File: src/rtl/ring_pkg.sv
// Shared packet layout, route codes and default sizing for the ring input buffer.
package ring_pkg;

    localparam int unsigned DEFAULT_PACKET_SIZE = 49;
    localparam int unsigned DEFAULT_BUFFER_SIZE = 4;

    localparam int unsigned VALID_BIT   = 48;
    localparam int unsigned TS_MSB      = 47;
    localparam int unsigned TS_LSB      = 32;
    localparam int unsigned DEST_MSB    = 31;
    localparam int unsigned DEST_LSB    = 16;
    localparam int unsigned PAYLOAD_MSB = 15;
    localparam int unsigned PAYLOAD_LSB = 0;

    typedef enum logic [15:0] {
        RouteNone  = 16'd0,
        RouteFwd   = 16'd1,
        RouteEject = 16'd2
    } route_e;

    function automatic route_e route_code(input logic [15:0] dest, input logic [15:0] node_id);
        return (dest == node_id) ? RouteEject : RouteFwd;
    endfunction

endpackage

File: src/rtl/ring_slot_bank.sv
// One priority class: slot storage, lowest-free-slot encoder, occupancy count
// and grant-driven slot release.
module ring_slot_bank
    import ring_pkg::*;
#(
    parameter int unsigned PACKET_SIZE = DEFAULT_PACKET_SIZE,
    parameter int unsigned BUFFER_SIZE = DEFAULT_BUFFER_SIZE,
    parameter logic [15:0] NODE_ID     = 16'd0
) (
    input  logic                                    clk,
    input  logic                                    rst,
    input  logic [PACKET_SIZE-1:0]                  wr_pkt,
    input  logic                                    rel_valid,
    input  logic [15:0]                             rel_pos,
    output logic [BUFFER_SIZE-1:0][PACKET_SIZE-1:0] slots,
    output logic [BUFFER_SIZE-1:0][15:0]            routes,
    output logic [2:0]                              count,
    output logic                                    ready,
    output logic                                    rel_err
);

    localparam int unsigned IdxW = (BUFFER_SIZE > 1) ? $clog2(BUFFER_SIZE) : 1;

    logic [BUFFER_SIZE-1:0][PACKET_SIZE-1:0] slot_q, slot_d;
    logic [BUFFER_SIZE-1:0][15:0]            route_q, route_d;
    logic [2:0]                              count_q, count_d;
    logic [BUFFER_SIZE-1:0]                  occupied;
    logic [IdxW-1:0]                         free_idx;
    logic [IdxW-1:0]                         rel_idx;
    logic                                    pos_in_range;
    logic                                    accept;
    logic                                    rel_ok;

    // Every stored packet was accepted with its valid bit set, so that bit marks occupancy.
    always_comb begin
        for (int i = 0; i < BUFFER_SIZE; i++) begin
            occupied[i] = slot_q[i][VALID_BIT];
        end
    end

    always_comb begin
        free_idx = '0;
        for (int i = BUFFER_SIZE - 1; i >= 0; i--) begin
            if (!occupied[i]) begin
                free_idx = IdxW'(i);
            end
        end
    end

    assign ready        = ~&occupied;
    assign accept       = wr_pkt[VALID_BIT] && ready;
    assign pos_in_range = rel_pos < 16'(BUFFER_SIZE);
    assign rel_idx      = rel_pos[IdxW-1:0];
    assign rel_ok       = rel_valid && pos_in_range && occupied[rel_idx];
    assign rel_err      = rel_valid && !rel_ok;

    // The write slot is empty and the released slot is occupied, so they never collide.
    always_comb begin
        slot_d  = slot_q;
        route_d = route_q;
        count_d = count_q + 3'(accept) - 3'(rel_ok);
        if (rel_ok) begin
            slot_d[rel_idx]  = '0;
            route_d[rel_idx] = RouteNone;
        end
        if (accept) begin
            slot_d[free_idx]  = wr_pkt;
            route_d[free_idx] = route_code(wr_pkt[DEST_MSB:DEST_LSB], NODE_ID);
        end
    end

    always_ff @(posedge clk or posedge rst) begin
        if (rst) begin
            slot_q  <= '0;
            route_q <= '0;
            count_q <= '0;
        end else begin
            slot_q  <= slot_d;
            route_q <= route_d;
            count_q <= count_d;
        end
    end

    assign slots  = slot_q;
    assign routes = route_q;
    assign count  = count_q;

endmodule

File: src/rtl/ring_input_buffer.sv
// Ring router input stage: ring traffic goes to the high class, local injections
// (restamped with the local timestamp) to the low class.
module ring_input_buffer
    import ring_pkg::*;
#(
    parameter int unsigned PACKET_SIZE = DEFAULT_PACKET_SIZE,
    parameter int unsigned BUFFER_SIZE = DEFAULT_BUFFER_SIZE,
    parameter logic [15:0] NODE_ID     = 16'd0
) (
    input  logic                                    clk,
    input  logic                                    rst,
    input  logic [PACKET_SIZE-1:0]                  ring_in,
    output logic                                    ring_ready,
    input  logic [PACKET_SIZE-1:0]                  local_in,
    output logic                                    local_ready,
    output logic [BUFFER_SIZE-1:0][PACKET_SIZE-1:0] buffer_high_prior,
    output logic [BUFFER_SIZE-1:0][PACKET_SIZE-1:0] buffer_low_prior,
    output logic [BUFFER_SIZE-1:0][15:0]            buffer_high_prior_route_info,
    output logic [BUFFER_SIZE-1:0][15:0]            buffer_low_prior_route_info,
    input  logic [15:0]                             grant_pos,
    input  logic                                    grant_valid,
    input  logic                                    grant_in_high,
    output logic [2:0]                              high_count,
    output logic [2:0]                              low_count,
    output logic                                    grant_err
);

    localparam logic [PACKET_SIZE-1:0] TsMask = PACKET_SIZE'(17'h0FFFF) << TS_LSB;

    logic [15:0]            ts_q, ts_d;
    logic                   err_q, err_d;
    logic [PACKET_SIZE-1:0] local_pkt;
    logic                   high_rel_err;
    logic                   low_rel_err;

    assign ts_d      = ts_q + 16'd1;
    assign local_pkt = (local_in & ~TsMask) | (PACKET_SIZE'(ts_q) << TS_LSB);
    assign err_d     = err_q | high_rel_err | low_rel_err;

    always_ff @(posedge clk or posedge rst) begin
        if (rst) begin
            ts_q  <= '0;
            err_q <= 1'b0;
        end else begin
            ts_q  <= ts_d;
            err_q <= err_d;
        end
    end

    assign grant_err = err_q;

    ring_slot_bank #(
        .PACKET_SIZE (PACKET_SIZE),
        .BUFFER_SIZE (BUFFER_SIZE),
        .NODE_ID     (NODE_ID)
    ) u_high_bank (
        .clk       (clk),
        .rst       (rst),
        .wr_pkt    (ring_in),
        .rel_valid (grant_valid && grant_in_high),
        .rel_pos   (grant_pos),
        .slots     (buffer_high_prior),
        .routes    (buffer_high_prior_route_info),
        .count     (high_count),
        .ready     (ring_ready),
        .rel_err   (high_rel_err)
    );

    ring_slot_bank #(
        .PACKET_SIZE (PACKET_SIZE),
        .BUFFER_SIZE (BUFFER_SIZE),
        .NODE_ID     (NODE_ID)
    ) u_low_bank (
        .clk       (clk),
        .rst       (rst),
        .wr_pkt    (local_pkt),
        .rel_valid (grant_valid && !grant_in_high),
        .rel_pos   (grant_pos),
        .slots     (buffer_low_prior),
        .routes    (buffer_low_prior_route_info),
        .count     (low_count),
        .ready     (local_ready),
        .rel_err   (low_rel_err)
    );

endmodule

File: config.mk
export PLATFORM = sky130hd
export DESIGN_NAME = ring_input_buffer
export DESIGN_NICKNAME = d
export VERILOG_FILES = /design/src/rtl/ring_pkg.sv /design/src/rtl/ring_slot_bank.sv /design/src/rtl/ring_input_buffer.sv
export SDC_FILE = /design/constraint.sdc
export NUM_CORES = 1
export LEC_CHECK = 0
export ABC_AREA = 1
export BUFFER_PORTS_ARGS = -buffer_cell sky130_fd_sc_hd__clkbuf_2
export CAP_MARGIN = 5
export CORE_AREA = 2 2 250 252
export CTS_CLUSTER_DIAMETER = 60
export DETAILED_ROUTE_END_ITERATION = 8
export DIE_AREA = 0 0 252 254
export SYNTH_ARGS = -nofsm -noshare
export SYNTH_HDL_FRONTEND = slang
export SYNTH_HIERARCHICAL = 1
export SYNTH_SLANG_ARGS = --single-unit
File: constraint.sdc
create_clock -name clk -period 14.5 [get_ports clk]
set_input_delay 2.9 -clock clk [delete_from_list [all_inputs] [get_ports clk]]
set_output_delay 2.9 -clock clk [all_outputs]
set_load 0.005 [all_outputs]
==> flow_summary.toml <==
[routing]
vias = 16900
drc_errors = 0
met2_length_um = 33000
wl_met3_um = 5780
wl_um = 68300
viasPerCell = 4.97
wl_per_cell_um = 20.1
ant_nets = 0
first_pass_iters = 6
highest_layer = "met5"
met1_length_um = 27700
drtIter0Drc = 1104

[global_routing]
grt_pass1_vias = 16900
grt_max_degree = 137
track_usage_pct = 20.7
grt_remaining_overflow = 0
antenna_found_initial = 3
grt_first_pass_wirelength_um = 104000

[final_layout]
synthToLayoutAreaGrowth_pct = 22.9
multi_input_area_um2 = 7140
final_layout_size_suffix_gt1_share_pct = 40.4
regArea_um2 = 13600
postLayoutCellArea_um2 = 27800
fillers = 5813
antenna_cells = 0
fin_nets = 2690

[status]
status = "finished, final reports clean"

[yosys]
synth_area_leader_cell = "dfrtp_1"
muxShareOfSynthArea_pct = 0
avgSynthCellArea_um2 = 11.3
synth-simple-area-share_pct = 21.2
yosysMostFrequentCell = "dfrtp_1"
synth_top_family_by_area = "simple AND/OR/NAND/NOR gates"
synth_adder_area_share_pct = 0.453
synth.top_cell.area_share_pct = 60.0
synth_area_um2 = 22700
synth_compound_area_share_pct = 9.10
synthTopCellsByArea = "dfrtp_1 (60%), nand3_2 (11%), o21ai_1 (6.3%)"
synth_edf_count = 0
ys_top_cells_by_count = "dfrtp_1 (543), o21ai_1 (287), nand3_2 (253), inv_1 (204), nand3_1 (191)"
synth_cell_type_count = 33
yosysWarnings = 6
synth-xor-area-share_pct = 0.425
synth_top_flop_cell = "dfrtp_1"
synth_cells = 2007
yosysSeqAreaShare_pct = 60.0
synth-async-reset-ratio_pct = 100
syn-num-nets = 2132
yosys_register_bits = 543

[worst_setup_path]
start_kind = "input port"
crit_type = "in2async"
cp.arrival_ps = 5540
crit_path_end_kind = "async pin"
required_ps = 15150
worst-path-max-fanout = 136

[timing]
tightest_slew_ps = 1130
setup_viol = 0
maxSlewHeadroom_pct = 24.4
maxSlewViolCount = 0
fin_crit_sh_pct = 33.7
timing.fmax_mhz = 205
min_period_ps = 4880
rsz0062_at_grt = "false"
setup_tns_ps = 0
hold_violations = 0
skew_ps = 20.0

[clock_tree]
clockRootBuffer = "clkbuf_16"
clk_pin_slew_ps = 60
clock_latency_ps = 620
cts_resized = 0
cts_tree = "done"
cts_max_level = 2
cts.sinks = 543
postCtsSetupBuffers = 0
numCtsBuffers = 59
ctsHoldBuffers = 0
cts_buffer_depth = 3

[die]
start_util_pct = 37.0
core_um2 = 61300
die-height_um = 254
die_x_um = 252
die_area_um2 = 64000
boundaryPins = 647
rows = 91

[placed_design]
port_buffers = 630
dp_hpwl_um = 47500
place_congestion = 0.818
place_area_um2 = 25800

[min_path]
holdCritPathClass = "reg2reg"

[job]
cap_viol_max_count = 0

[pwr]
ir_drop_mv = 0.0969
p_leak_nw = 14.9
p_per_area_nw_per_um2 = 188
-- cells in the final DEF, fill, tap and decap left out, types with 11 or more instances in the layout --
master     netlist  layout
nand3_2        253     253
nand4_4          5      11
nor2_1          65      65
o21ai_1        287     287
o21ai_2         12      12
nand2_1         81      77
clkbuf_1        42      15
nand4_1         13      13
dfrtp_1        543     543
nand3_1        191     191
clkbuf_16        0      60
clkbuf_2         2     630
buf_4            9      18
and3_1          44      44
o21ai_0         98      98
clkbuf_8         0      11
inv_1          204     201
-- layout make-up --
type / instances / share of cell area, %
repair buffers: 648 / 11.8
multi-input cells: 1106 / 25.7
flip-flops and latches: 543 / 48.8
clock inverters: 25 / 1.19
clock buffers: 86 / 6.14
inverters: 207 / 2.85
well taps: 790 / 3.55
-- cells by family after synthesis --
family	Yosys count
xor+xnor	11
flops	543
buf+inv	358
compound gates	403
fa+ha+maj	7
simple gates	685
-- worst max-delay path, stage by stage --
cell      delay, ps
clkbuf_2        220
inv_8           690
buf_4           850
buf_4           730
-- registers in the layout, indices dropped and copies added (netlist names) --
signal / flops
ts_q: 16
u_high_bank/count: 3
u_low_bank/count: 3
u_high_bank/slots: 196
u_low_bank/routes: 64
u_high_bank/routes: 64
grant_err: 1
u_low_bank/slots: 196
-- routing by layer --
metal,vias up,GRT usage (%)
met4,4,6.12
li1,7864,-
met2,622,34.5
met5,-,0
met3,109,6.46
met1,8326,26.0
-- through the flow --
| stage | instances | worst slack (ps) | power [mW] | util (%) | hold slack [ps] |
|---|---|---|---|---|---|
| 4_1_cts | 3405 | 9540 | 5.28 | 45.5 | 494 |
| 6_report | 3405 | 9620 | 5.23 | 45.5 | 488 |
| 2_1_floorplan | 2007 | 4360 | 2.95 | - | 463 |
| 3_5_place_dp | 3294 | 8870 | 3.71 | 42.1 | 484 |
| 5_1_grt | 3405 | 9200 | 5.53 | 45.5 | 511 |
| 3_3_place_gp | 3294 | 8950 | 3.65 | 42.1 | 465 |
-- power breakdown --
group | leakage [nW] | internal [mW] | switching [mW]
sequential | 6.96 | 1.98 | 0.321
combinational | 6.95 | 0.633 | 0.731
clock | 0.996 | 0.929 | 0.634
-- path summary, 6_finish.rpt --
| check | start | to | slack (ps) | cells past startpoint |
|---|---|---|---|---|
| max in group clk | grant_valid | u_low_bank/routes[20]$_DFF_PP0_ | 9670 | 8 |
| min in group asynchronous | rst | u_low_bank/slots[139]$_DFF_PP0_ | 2580 | 2 |
| min reg2reg | grant_err$_DFF_PP0_ | grant_err$_DFF_PP0_ | 490 | 1 |
| max reg2reg | u_low_bank/slots[146]$_DFF_PP0_ | u_low_bank/slots[160]$_DFF_PP0_ | 11950 | 6 |
| max | rst | u_high_bank/slots[181]$_DFF_PP0_ | 9620 | 4 |
| min | grant_err$_DFF_PP0_ | grant_err$_DFF_PP0_ | 490 | 1 |
No activity file was read; power rests on OpenSTA's default activity.
